===== src/rtl/avalon_guard_pack.sv =====
// Shared definitions for the Avalon-ST stream guard.
//   guard_sm_t : message-tracking states of the guard FSM
//   keep_mask  : per-byte keep mask derived from an EOP empty count
package avalon_guard_pack;

    typedef enum logic [1:0] {
        BETWEEN_MSG = 2'd0,
        IN_MSG      = 2'd1,
        DISCARD     = 2'd2
    } guard_sm_t;

    // Widest bus the mask helper supports; callers cast the result down
    // to their own byte count.
    localparam int unsigned MAX_BYTES = 128;

    // Bit i set means byte i survives. Bytes below the empty count are
    // dropped; an empty count at or beyond nbytes drops the whole beat.
    function automatic logic [MAX_BYTES-1:0] keep_mask(input int unsigned empty,
                                                       input int unsigned nbytes);
        logic [MAX_BYTES-1:0] mask;
        mask = '0;
        for (int unsigned i = 0; i < MAX_BYTES; i++) begin
            if ((i < nbytes) && (i >= empty)) begin
                mask[i] = 1'b1;
            end
        end
        return mask;
    endfunction

endpackage


===== src/rtl/avalon_st_if.sv =====
// Avalon-ST bundle: data/empty/sop/eop/valid forward, rdy backward.
//   master : drives data, empty, sop, eop, valid; observes rdy
//   slave  : observes data, empty, sop, eop, valid; drives rdy
interface avalon_st_if #(
    parameter int DATA_WIDTH_IN_BYTES = 16
);
    localparam int EMPTY_W = (DATA_WIDTH_IN_BYTES > 1) ? $clog2(DATA_WIDTH_IN_BYTES) : 1;

    logic [8*DATA_WIDTH_IN_BYTES-1:0] data;
    logic [EMPTY_W-1:0]               empty;
    logic                             sop;
    logic                             eop;
    logic                             valid;
    logic                             rdy;

    modport master (output data, empty, sop, eop, valid, input rdy);
    modport slave  (input data, empty, sop, eop, valid, output rdy);
endinterface


===== src/rtl/avalon_st_reg_slice.sv =====
// Single-entry registered output stage for an Avalon-ST beat.
//   clk, rst          : clock, asynchronous active-low reset
//   in_valid/in_*     : beat offered by the guard logic
//   in_rdy            : stage can take a beat this cycle
//   out_valid/out_*   : registered beat towards the sink
//   out_rdy           : sink ready
// Upstream readiness depends only on this stage, so beats the guard
// decides to drop are consumed at the same rate as forwarded ones.
module avalon_st_reg_slice #(
    parameter int DATA_W  = 128,
    parameter int EMPTY_W = 4
) (
    input  logic               clk,
    input  logic               rst,
    input  logic               in_valid,
    input  logic               in_sop,
    input  logic               in_eop,
    input  logic [EMPTY_W-1:0] in_empty,
    input  logic [DATA_W-1:0]  in_data,
    output logic               in_rdy,
    output logic               out_valid,
    output logic               out_sop,
    output logic               out_eop,
    output logic [EMPTY_W-1:0] out_empty,
    output logic [DATA_W-1:0]  out_data,
    input  logic               out_rdy
);

    assign in_rdy = ~out_valid | out_rdy;

    always_ff @(posedge clk or negedge rst) begin
        if (!rst) begin
            out_valid <= 1'b0;
            out_sop   <= 1'b0;
            out_eop   <= 1'b0;
            out_empty <= '0;
            out_data  <= '0;
        end else if (in_rdy) begin
            out_valid <= in_valid;
            if (in_valid) begin
                out_sop   <= in_sop;
                out_eop   <= in_eop;
                out_empty <= in_empty;
                out_data  <= in_data;
            end
        end
    end

endmodule


===== src/rtl/avalon_stream_guard.sv =====
// Avalon-ST protocol guard between an untrusted source and internal sinks.
// Drops beats outside a message, clears stray SOPs inside one, truncates
// messages at MAX_MSG_BEATS with a forced EOP and discards their tail.
//   clk, rst        : clock, asynchronous active-low reset
//   untrusted_msg   : input stream (slave)
//   enforced_msg    : cleaned stream, registered, 1-cycle latency (master)
//   missing_sop     : pulse, non-SOP beat accepted between messages
//   unexpected_sop  : pulse, SOP beat accepted inside a message or discard
//   truncated       : pulse, message forced closed at MAX_MSG_BEATS
//   *_cnt           : saturating violation counters, only when
//                     AVALON_STREAM_GUARD_ERR_CNT_EN is defined
//
// state       | meaning
// BETWEEN_MSG | waiting for an SOP; non-SOP beats are dropped
// IN_MSG      | forwarding a message, counting its beats
// DISCARD     | dropping the tail of a truncated message up to its EOP
module avalon_stream_guard
    import avalon_guard_pack::*;
#(
    parameter int DATA_WIDTH_IN_BYTES = 16,
    parameter int MAX_MSG_BEATS       = 64,
    parameter int CNT_WIDTH           = 16
) (
    input  logic               clk,
    input  logic               rst,
    avalon_st_if.slave         untrusted_msg,
    avalon_st_if.master        enforced_msg,
    output logic               missing_sop,
    output logic               unexpected_sop,
    output logic               truncated
`ifdef AVALON_STREAM_GUARD_ERR_CNT_EN
    ,
    output logic [CNT_WIDTH-1:0] missing_sop_cnt,
    output logic [CNT_WIDTH-1:0] unexpected_sop_cnt,
    output logic [CNT_WIDTH-1:0] truncated_cnt
`endif
);

    localparam int DATA_W     = 8 * DATA_WIDTH_IN_BYTES;
    localparam int EMPTY_W    = (DATA_WIDTH_IN_BYTES > 1) ? $clog2(DATA_WIDTH_IN_BYTES) : 1;
    localparam int BEAT_CNT_W = $clog2(MAX_MSG_BEATS + 1);
    localparam logic [BEAT_CNT_W-1:0] LAST_BEAT = BEAT_CNT_W'(MAX_MSG_BEATS);

    guard_sm_t               state;
    guard_sm_t               state_nxt;
    logic [BEAT_CNT_W-1:0]   beat_cnt;
    logic [BEAT_CNT_W-1:0]   beat_cnt_nxt;
    logic [BEAT_CNT_W-1:0]   beat_cnt_inc;

    logic                    rdy;
    logic                    accept;
    logic                    fwd;
    logic                    fwd_sop;
    logic                    fwd_eop;
    logic [EMPTY_W-1:0]      fwd_empty;
    logic [DATA_W-1:0]       fwd_data;
    logic [DATA_WIDTH_IN_BYTES-1:0] keep;

    logic                    missing_sop_nxt;
    logic                    unexpected_sop_nxt;
    logic                    truncated_nxt;

    assign accept            = untrusted_msg.valid & rdy;
    assign untrusted_msg.rdy = rdy;
    // Only reached below LAST_BEAT, so the increment cannot wrap.
    assign beat_cnt_inc      = beat_cnt + BEAT_CNT_W'(1);

    always_ff @(posedge clk or negedge rst) begin
        if (!rst) begin
            state    <= BETWEEN_MSG;
            beat_cnt <= '0;
        end else begin
            state    <= state_nxt;
            beat_cnt <= beat_cnt_nxt;
        end
    end

    // beat_cnt is 0 outside IN_MSG, so in BETWEEN_MSG beat_cnt_inc is the
    // first beat's count and MAX_MSG_BEATS=1 truncates on the SOP beat.
    always_comb begin
        state_nxt          = state;
        beat_cnt_nxt       = beat_cnt;
        fwd                = 1'b0;
        fwd_sop            = 1'b0;
        fwd_eop            = untrusted_msg.eop;
        missing_sop_nxt    = 1'b0;
        unexpected_sop_nxt = 1'b0;
        truncated_nxt      = 1'b0;
        if (accept) begin
            unique case (state)
                BETWEEN_MSG: begin
                    if (untrusted_msg.sop) begin
                        fwd     = 1'b1;
                        fwd_sop = 1'b1;
                        if (!untrusted_msg.eop) begin
                            if (beat_cnt_inc == LAST_BEAT) begin
                                fwd_eop       = 1'b1;
                                truncated_nxt = 1'b1;
                                state_nxt     = DISCARD;
                            end else begin
                                state_nxt    = IN_MSG;
                                beat_cnt_nxt = beat_cnt_inc;
                            end
                        end
                    end else begin
                        missing_sop_nxt = 1'b1;
                    end
                end
                IN_MSG: begin
                    fwd                = 1'b1;
                    unexpected_sop_nxt = untrusted_msg.sop;
                    if (untrusted_msg.eop) begin
                        state_nxt    = BETWEEN_MSG;
                        beat_cnt_nxt = '0;
                    end else if (beat_cnt_inc == LAST_BEAT) begin
                        fwd_eop       = 1'b1;
                        truncated_nxt = 1'b1;
                        state_nxt     = DISCARD;
                        beat_cnt_nxt  = '0;
                    end else begin
                        beat_cnt_nxt = beat_cnt_inc;
                    end
                end
                DISCARD: begin
                    unexpected_sop_nxt = untrusted_msg.sop;
                    if (untrusted_msg.eop) begin
                        state_nxt = BETWEEN_MSG;
                    end
                end
                default: begin
                    state_nxt    = BETWEEN_MSG;
                    beat_cnt_nxt = '0;
                end
            endcase
        end
    end

    // A forced EOP comes from a beat whose own eop was 0, so keying empty
    // on the incoming eop also yields empty=0 for truncated beats.
    assign fwd_empty = untrusted_msg.eop ? untrusted_msg.empty : '0;

    always_comb begin
        keep     = DATA_WIDTH_IN_BYTES'(keep_mask(32'(fwd_empty), DATA_WIDTH_IN_BYTES));
        fwd_data = '0;
        for (int i = 0; i < DATA_WIDTH_IN_BYTES; i++) begin
            fwd_data[8*i +: 8] = keep[i] ? untrusted_msg.data[8*i +: 8] : 8'h00;
        end
    end

    avalon_st_reg_slice #(
        .DATA_W  (DATA_W),
        .EMPTY_W (EMPTY_W)
    ) u_out_slice (
        .clk       (clk),
        .rst       (rst),
        .in_valid  (fwd),
        .in_sop    (fwd_sop),
        .in_eop    (fwd_eop),
        .in_empty  (fwd_empty),
        .in_data   (fwd_data),
        .in_rdy    (rdy),
        .out_valid (enforced_msg.valid),
        .out_sop   (enforced_msg.sop),
        .out_eop   (enforced_msg.eop),
        .out_empty (enforced_msg.empty),
        .out_data  (enforced_msg.data),
        .out_rdy   (enforced_msg.rdy)
    );

    always_ff @(posedge clk or negedge rst) begin
        if (!rst) begin
            missing_sop    <= 1'b0;
            unexpected_sop <= 1'b0;
            truncated      <= 1'b0;
        end else begin
            missing_sop    <= missing_sop_nxt;
            unexpected_sop <= unexpected_sop_nxt;
            truncated      <= truncated_nxt;
        end
    end

`ifdef AVALON_STREAM_GUARD_ERR_CNT_EN
    always_ff @(posedge clk or negedge rst) begin
        if (!rst) begin
            missing_sop_cnt    <= '0;
            unexpected_sop_cnt <= '0;
            truncated_cnt      <= '0;
        end else begin
            if (missing_sop_nxt && (missing_sop_cnt != '1)) begin
                missing_sop_cnt <= missing_sop_cnt + CNT_WIDTH'(1);
            end
            if (unexpected_sop_nxt && (unexpected_sop_cnt != '1)) begin
                unexpected_sop_cnt <= unexpected_sop_cnt + CNT_WIDTH'(1);
            end
            if (truncated_nxt && (truncated_cnt != '1)) begin
                truncated_cnt <= truncated_cnt + CNT_WIDTH'(1);
            end
        end
    end
`endif

endmodule

===== src/flat_wrapper.sv =====
// flat-port wrapper written by rule: the top's interface ports become plain ports
module avalon_stream_guard_flat import avalon_guard_pack::*;
#(
    parameter int DATA_WIDTH_IN_BYTES = 16,
    parameter int MAX_MSG_BEATS       = 64,
    parameter int CNT_WIDTH           = 16
)
  (clk, rst, missing_sop, unexpected_sop, truncated, untrusted_msg_data, untrusted_msg_empty, untrusted_msg_sop, untrusted_msg_eop, untrusted_msg_valid, untrusted_msg_rdy, enforced_msg_data, enforced_msg_empty, enforced_msg_sop, enforced_msg_eop, enforced_msg_valid, enforced_msg_rdy);
  avalon_st_if #(.DATA_WIDTH_IN_BYTES(DATA_WIDTH_IN_BYTES)) untrusted_msg_i ();
  avalon_st_if #(.DATA_WIDTH_IN_BYTES(DATA_WIDTH_IN_BYTES)) enforced_msg_i ();
  input  logic clk;
  input  logic rst;
  output logic missing_sop;
  output logic unexpected_sop;
  output logic truncated;
  input wire logic [$bits(untrusted_msg_i.data)-1:0] untrusted_msg_data;
  input wire logic [$bits(untrusted_msg_i.empty)-1:0] untrusted_msg_empty;
  input wire logic [$bits(untrusted_msg_i.sop)-1:0] untrusted_msg_sop;
  input wire logic [$bits(untrusted_msg_i.eop)-1:0] untrusted_msg_eop;
  input wire logic [$bits(untrusted_msg_i.valid)-1:0] untrusted_msg_valid;
  output wire logic [$bits(untrusted_msg_i.rdy)-1:0] untrusted_msg_rdy;
  output wire logic [$bits(enforced_msg_i.data)-1:0] enforced_msg_data;
  output wire logic [$bits(enforced_msg_i.empty)-1:0] enforced_msg_empty;
  output wire logic [$bits(enforced_msg_i.sop)-1:0] enforced_msg_sop;
  output wire logic [$bits(enforced_msg_i.eop)-1:0] enforced_msg_eop;
  output wire logic [$bits(enforced_msg_i.valid)-1:0] enforced_msg_valid;
  input wire logic [$bits(enforced_msg_i.rdy)-1:0] enforced_msg_rdy;
  assign untrusted_msg_i.data = untrusted_msg_data;
  assign untrusted_msg_i.empty = untrusted_msg_empty;
  assign untrusted_msg_i.sop = untrusted_msg_sop;
  assign untrusted_msg_i.eop = untrusted_msg_eop;
  assign untrusted_msg_i.valid = untrusted_msg_valid;
  assign untrusted_msg_rdy = untrusted_msg_i.rdy;
  assign enforced_msg_data = enforced_msg_i.data;
  assign enforced_msg_empty = enforced_msg_i.empty;
  assign enforced_msg_sop = enforced_msg_i.sop;
  assign enforced_msg_eop = enforced_msg_i.eop;
  assign enforced_msg_valid = enforced_msg_i.valid;
  assign enforced_msg_i.rdy = enforced_msg_rdy;
  avalon_stream_guard #(.DATA_WIDTH_IN_BYTES(DATA_WIDTH_IN_BYTES), .MAX_MSG_BEATS(MAX_MSG_BEATS), .CNT_WIDTH(CNT_WIDTH)) u_core (.clk(clk), .rst(rst), .untrusted_msg(untrusted_msg_i), .enforced_msg(enforced_msg_i), .missing_sop(missing_sop), .unexpected_sop(unexpected_sop), .truncated(truncated));
endmodule

===== config.mk =====
export PLATFORM = sky130hd
export DESIGN_NAME = avalon_stream_guard_flat
export DESIGN_NICKNAME = d
export VERILOG_FILES = /design/src/rtl/avalon_guard_pack.sv /design/src/rtl/avalon_st_if.sv /design/src/rtl/avalon_st_reg_slice.sv /design/src/rtl/avalon_stream_guard.sv /design/src/flat_wrapper.sv
export SDC_FILE = /design/constraint.sdc
export NUM_CORES = 1
export LEC_CHECK = 0
export CAP_MARGIN = 10
export CORE_MARGIN = 2
export CORE_UTILIZATION = 46
export CTS_BUF_LIST = sky130_fd_sc_hd__clkbuf_8
export CTS_CLUSTER_SIZE = 28
export DETAILED_ROUTE_END_ITERATION = 10
export PLACE_DENSITY = 0.85
export SETUP_SLACK_MARGIN = 0.3
export SLEW_MARGIN = 20
export SYNTH_ARGS = -nofsm -noshare
export SYNTH_HDL_FRONTEND = slang
export SYNTH_SLANG_ARGS = --single-unit

===== constraint.sdc =====
create_clock -name clk -period 5.7 [get_ports clk]
set_clock_uncertainty 0.2 [all_clocks]
set_input_delay 0.57 -clock clk [delete_from_list [all_inputs] [get_ports clk]]
set_output_delay 0.57 -clock clk [all_outputs]
set_load 0.01 [all_outputs]

# Word level (Yosys, flattened, before mapping)
# Cells that the tools add are included.
op_classes:
  n_addsub: 1
  n_lt_le_gt_ge: 15
  eq_ne: 8
  n_mux: 63
  bitwise: 4
  n_reduce_logical: 5
op_table:
  columns: ["op", "n"]
  rows:
  - ["2-to-1 mux 8 bit", 15]
  - ["2-to-1 mux 7 bit", 5]
  - ["2-to-1 mux 1 bit", 31]
  - ["greater-or-equal comparator 4 bit (first input constant)", 7]
  - ["one-hot mux 7 bit (3 select lines)", 1]
  - ["greater-or-equal comparator 3 x 4 -> 1 bit (first input constant)", 4]
  - ["2-to-1 mux 2 bit", 6]
  - ["AND reduction 5 bit", 2]
  - ["greater-or-equal comparator 1 x 4 -> 1 bit (first input constant)", 2]
  - ["greater-or-equal comparator 2 x 4 -> 1 bit (first input constant)", 2]
  - ["!= test 2 bit (second input constant)", 4]
  - ["adder 7 x 1 -> 7 bit (second input constant)", 1]
  - ["== test 7 bit (second input constant)", 1]
  - ["one-hot mux 1 bit (2 select lines)", 3]
  - ["one-hot mux 2 bit (3 select lines)", 1]
  - ["2-to-1 mux 4 bit", 1]
  - ["!= test 3 x 2 -> 1 bit (second input constant)", 1]
  - ["== test 2 x 1 -> 1 bit (second input constant)", 1]
  - ["== test 2 bit (second input constant)", 1]
  - ["logical NOT 2 bit", 1]
  - ["inverter 1 bit", 2]
  - ["AND reduction 2 bit", 1]
  - ["OR reduction 2 bit", 1]
  - ["AND 1 bit", 1]
  - ["OR 1 bit", 1]
totals:
  ff_bits: 147
  input_bits: 138

# Depth between registers and ports, before layout
logic_depth:
  word_depth: 7
  depth_mapped: 10
  ltp_nobuf: 7

# Modules after synthesis
# Synthesis repeated with hierarchy kept, for this count alone.
unflattened:
  cells_unflattened: 515
  hier_area_um2: 6889.1
by_module_without_submodules:
  columns: ["module", "n_inst", "cells_each", "area_per_inst_um2"]
  rows:
  - ["avalon_st_reg_slice", 1, 286, 5252.5]
  - ["avalon_stream_guard", 1, 229, 1636.6]

# Worst setup path before layout
# Ideal clock, no wire load.
synth_path:
  kind: "input port to flip-flop"
  from: "input port enforced_msg_rdy"
  to: "register u_core.u_out_slice.out_data[0]"
  arrival_time_ns: 1.603
  required_ns: 5.379
  slack_ns: 3.776
  path_stages: 7
  path_cell_list: "nand2b_4 > and2_1 > nand2b_1 > buf_6 > buf_6 > buf_4 > a22o_1"
synth_via:
  elab_chain_len: 4
synth_lines:
  columns: ["element", "line", "source"]
  rows:
  - ["from (decl)", "flat_wrapper.sv:27", "input wire logic [$bits(enforced_msg_i.rdy)-1:0] enforced_msg_rdy;"]
  - ["OR 1 bit (*)", "avalon_st_reg_slice.sv:29", "assign in_rdy = ~out_valid | out_rdy;"]
  - ["AND 1 bit", "avalon_stream_guard.sv:63", "assign accept = untrusted_msg.valid & rdy;"]
  - ["2-to-1 mux 1 bit", "avalon_stream_guard.sv:89", "if (accept) begin"]
  - ["AND reduction 2 bit (no line) (*)", null, null]
  - ["to (signal assigned)", "avalon_st_reg_slice.sv:44", "out_data <= in_data;"]
  - ["to (decl)", "avalon_st_reg_slice.sv:25", "output logic [DATA_W-1:0] out_data,"]
# Every way passes the cells marked *; elsewhere a longest branch is shown, timed or not.
# A chain may end at the register's enable or synchronous reset.

# Worst setup path in the final report
layout_path:
  from: "register u_core.state[0]"
  to: "register u_core.u_out_slice.out_data[50]"
layout_via:
  elab_chain_len: 4
  elab_cells_between_ends: 5
layout_lines:
  columns: ["element", "line", "source"]
  rows:
  - ["from (decl)", "avalon_stream_guard.sv:44", "guard_sm_t state;"]
  - ["from (signal assigned)", "avalon_stream_guard.sv:73", "state <= state_nxt;"]
  - ["== test 2 x 1 -> 1 bit or logical NOT 2 bit (tied branches)", "avalon_stream_guard.sv:90", "unique case (state)"]
  - ["one-hot mux 1 bit (2 select lines) (*)", "avalon_stream_guard.sv:90", null]
  - ["2-to-1 mux 1 bit (*)", "avalon_stream_guard.sv:89", null]
  - ["AND reduction 2 bit (no line) (*)", null, null]
# Marks and branches as above.

==> metrics.csv <==
metric;value;unit
synth_nets;656;
yosys-top-cells-area;dfrtp_1 (62%), a22o_1 (12%), nand2_1 (7.6%), nand3_1 (3.8%), buf_4 (1.4%);
worstPathRequired;5.81;ns
p_sw;1.60;mW
drc;0;
post_cts_buffers;0;
rows;41;
wl_met3;1550;um
layout_min_cycle_time;3.17;ns
p_comb_frac;0.440;
internal_power;3.20;mW
timing.final.hold_violations;0;
period_share;0.555;
hold_class;reg -> reg;
cts_max_path_buffers;2;
synth_edf_count;0;
wl_per_cell;18.8;um
worstPathMaxFanout;73;
finalSetupTns;0;ns
end_kind;flop;
viasPerCell;5.37;
drtAntennaViolNets;0;
synth_seq_cells;147;
cts_tree;done;
cp_data_arrival_time;3.28;ns
rsz0062_at_grt;false;
vdd_ir_drop_max;0.317;mV
drt_pass1_iterations;4;
synth_area;5930;um^2
cts_htree_levels;4;
cts-resized-gates;0;
ys_seq_area_frac;0.620;
port_buffers;276;
dpl.cell_count;935;
drive_gt1_frac;0.0754;
worst-path-buf-inv;2;
gp_congestion;0.848;
area_delta_synth_final;55.2;%
critPathLaunchType;flop;
ctsRootBufferMaster;clkbuf_8;
cts_buffers;17;
syn_area_per_cell;11.5;um^2
routed.top_layer;met4;
p_seq_frac;0.373;
antenna_cells;0;
switching_share;0.333;
clk_pin_slew;0.08;ns
synth_top_area_frac;0.620;
power.share.clock;0.187;
num_vias;5195;
max_freq;316;MHz
postSynthCellCount;514;
critical-path-max-stage-delay;0.72;ns
leakage;4.17;nW
first_global_vias;5350;
finalSetupViolCount;0;
path_cells;inv_1, ha_1, a21oi_1, nand2b_4, buf_4, a21oi_2, a22o_1;
die_h;118;um
hpwlAfterDp;13000;um
drt-met1-wl;7190;um
powerDensity;522;nW/um^2
drt_iter0_drc;429;
hold_ws;0.268;ns
grt_max_degree;90;
routed_wl;18200;um
grt_overflow;0;
nets;925;
relSlewSlack;0.344;
path_class;reg -> reg;
grtUsageTotal;0.271;
io_pins;277;
yosysTopAreaCell;dfrtp_1;
synth.most_common_cell;dfrtp_1;
ys_warn_count;0;
synth.distinct_cells;47;
dr_wl_met2;9050;um
synthFlopType;dfrtp_1;
antenna_found_initial;0;
coreArea;12600;um^2
die_area;13800;um^2
clock_sinks;147;
cp_top_family;compound AO/OA/AOI/OAI gates;
synth.top_cells.by_count;dfrtp_1 (147), nand2_1 (120), a22o_1 (80), nand3_1 (45);
maxCapViolations;0;
status;finished, final reports clean;
async_reset_ff_frac;1.00;
die_width;118;um
tightest_slew;0.982;ns
cpMaxStageDelayCell;nand2b_4;
final_cells;968;
clkLatencyLatePin;0.43;ns
slew_viol_final;0;
start_util;0.470;
grt_pass1_wl;29300;um
cell type report:
cell class | count | area, um^2
clock inverters | 8 | 121
well taps | 172 | 215
inverters | 4 | 15.0
fillers | 910 | 3420
repair buffers | 282 | 2810
clock buffers | 24 | 330
flip-flops and latches | 147 | 3680
multi-input cells | 331 | 2030
metal layers:
layer  track usage  vias up
met5             0        -
met3         0.101       30
li1              -     2361
met4        0.0761        0
met1         0.335     2541
met2         0.447      263
registers in the layout, summed over array words and instances, names as in the netlist:
name and flops:
u_core.u_out_slice.out_eop 1, u_core.u_out_slice.out_data 128, u_core.beat_cnt 7, u_core.missing_sop 1, u_core.u_out_slice.out_valid 1, u_core.u_out_slice.out_empty 4, u_core.u_out_slice.out_sop 1, u_core.state 2
u_core.unexpected_sop 1, u_core.truncated 1
power by group through the flow:
stage | registers (mW) | clock network, mW | logic, mW
2_1_floorplan | 1.98 | 0 | 0.709
3_3_place_gp | 1.78 | 0 | 2.04
3_5_place_dp | 1.80 | 0 | 2.11
4_1_cts | 1.79 | 0.912 | 2.13
5_1_grt | 1.84 | 0.959 | 2.25
6_report | 1.79 | 0.896 | 2.11
repair_timing:
action / 4_1_cts / 5_1_grt
hold endpoints to repair: 1 / 0
hold buffers: 1 / 0
setup endpoints to repair: 0 / 0
worst register-to-register path, delay by kind of cell, from the launching register on:
family,cells,cell delay [ns]
AO/OA/AOI/OAI,3,0.73
buffers and inverters,2,0.67
AND/OR/NAND/NOR,1,0.72
flip-flops,1,0.38
adder cells (fa/ha/maj),1,0.33
through the flow:
stage	power (mW)	util	setup slack, ns	area [um^2]
3_3_place_gp	3.83	0.693	2.42	8740
3_5_place_dp	3.91	0.693	2.32	8740
5_1_grt	5.06	0.729	2.32	9200
6_report	4.80	0.729	2.53	9200
4_1_cts	4.83	0.729	2.56	9200
2_1_floorplan	2.69	-	3.78	5930
cell families (layout without fill, tap and decap cells):
family / Yosys count / after routing / share of synthesized area
flops: 147 / 147 / 0.620
fa+ha+maj: 4 / 4 / 0.00844
simple gates: 202 / 202 / 0.153
buf+inv: 36 / 318 / 0.0392
compound gates: 125 / 125 / 0.179
cell usage in the layout (no fill, tap or decap), drive strengths merged, types with 2 or more instances in the layout:
cell / n
ha: 4
nor2: 13
clkdlybuf4s50: 275
clkinvlp: 2
nand2b: 4
o21ai: 12
nand2: 120
bufinv: 3
and3: 5
or3: 2
a22o: 80
and2: 3
inv: 7
nand3: 46
a21oi: 12
a32o: 3
nor3: 3
dfrtp: 147
clkbuf: 24
a21o: 3
buf: 6
o31ai: 5
worst paths after layout:
check / start / end / slack [ns] / cells past startpoint
worst max-delay path: u_core.state[0]$_DFFE_PN0P_ / u_core.u_out_slice.out_data[50]$_DFFE_PN0P_ / 2.53 / 7
worst min-delay path: u_core.u_out_slice.out_data[95]$_DFFE_PN0P_ / u_core.u_out_slice.out_data[95]$_DFFE_PN0P_ / 0.27 / 2
worst max register to register: u_core.state[0]$_DFFE_PN0P_ / u_core.u_out_slice.out_data[50]$_DFFE_PN0P_ / 2.53 / 7
worst min register to register: u_core.u_out_slice.out_data[95]$_DFFE_PN0P_ / u_core.u_out_slice.out_data[95]$_DFFE_PN0P_ / 0.27 / 2
max in group asynchronous: rst / u_core.u_out_slice.out_data[50]$_DFFE_PN0P_ / 3.44 / 3
min in group asynchronous: rst / u_core.u_out_slice.out_data[42]$_DFFE_PN0P_ / 0.55 / 2
No activity file was read; power rests on OpenSTA's default activity.
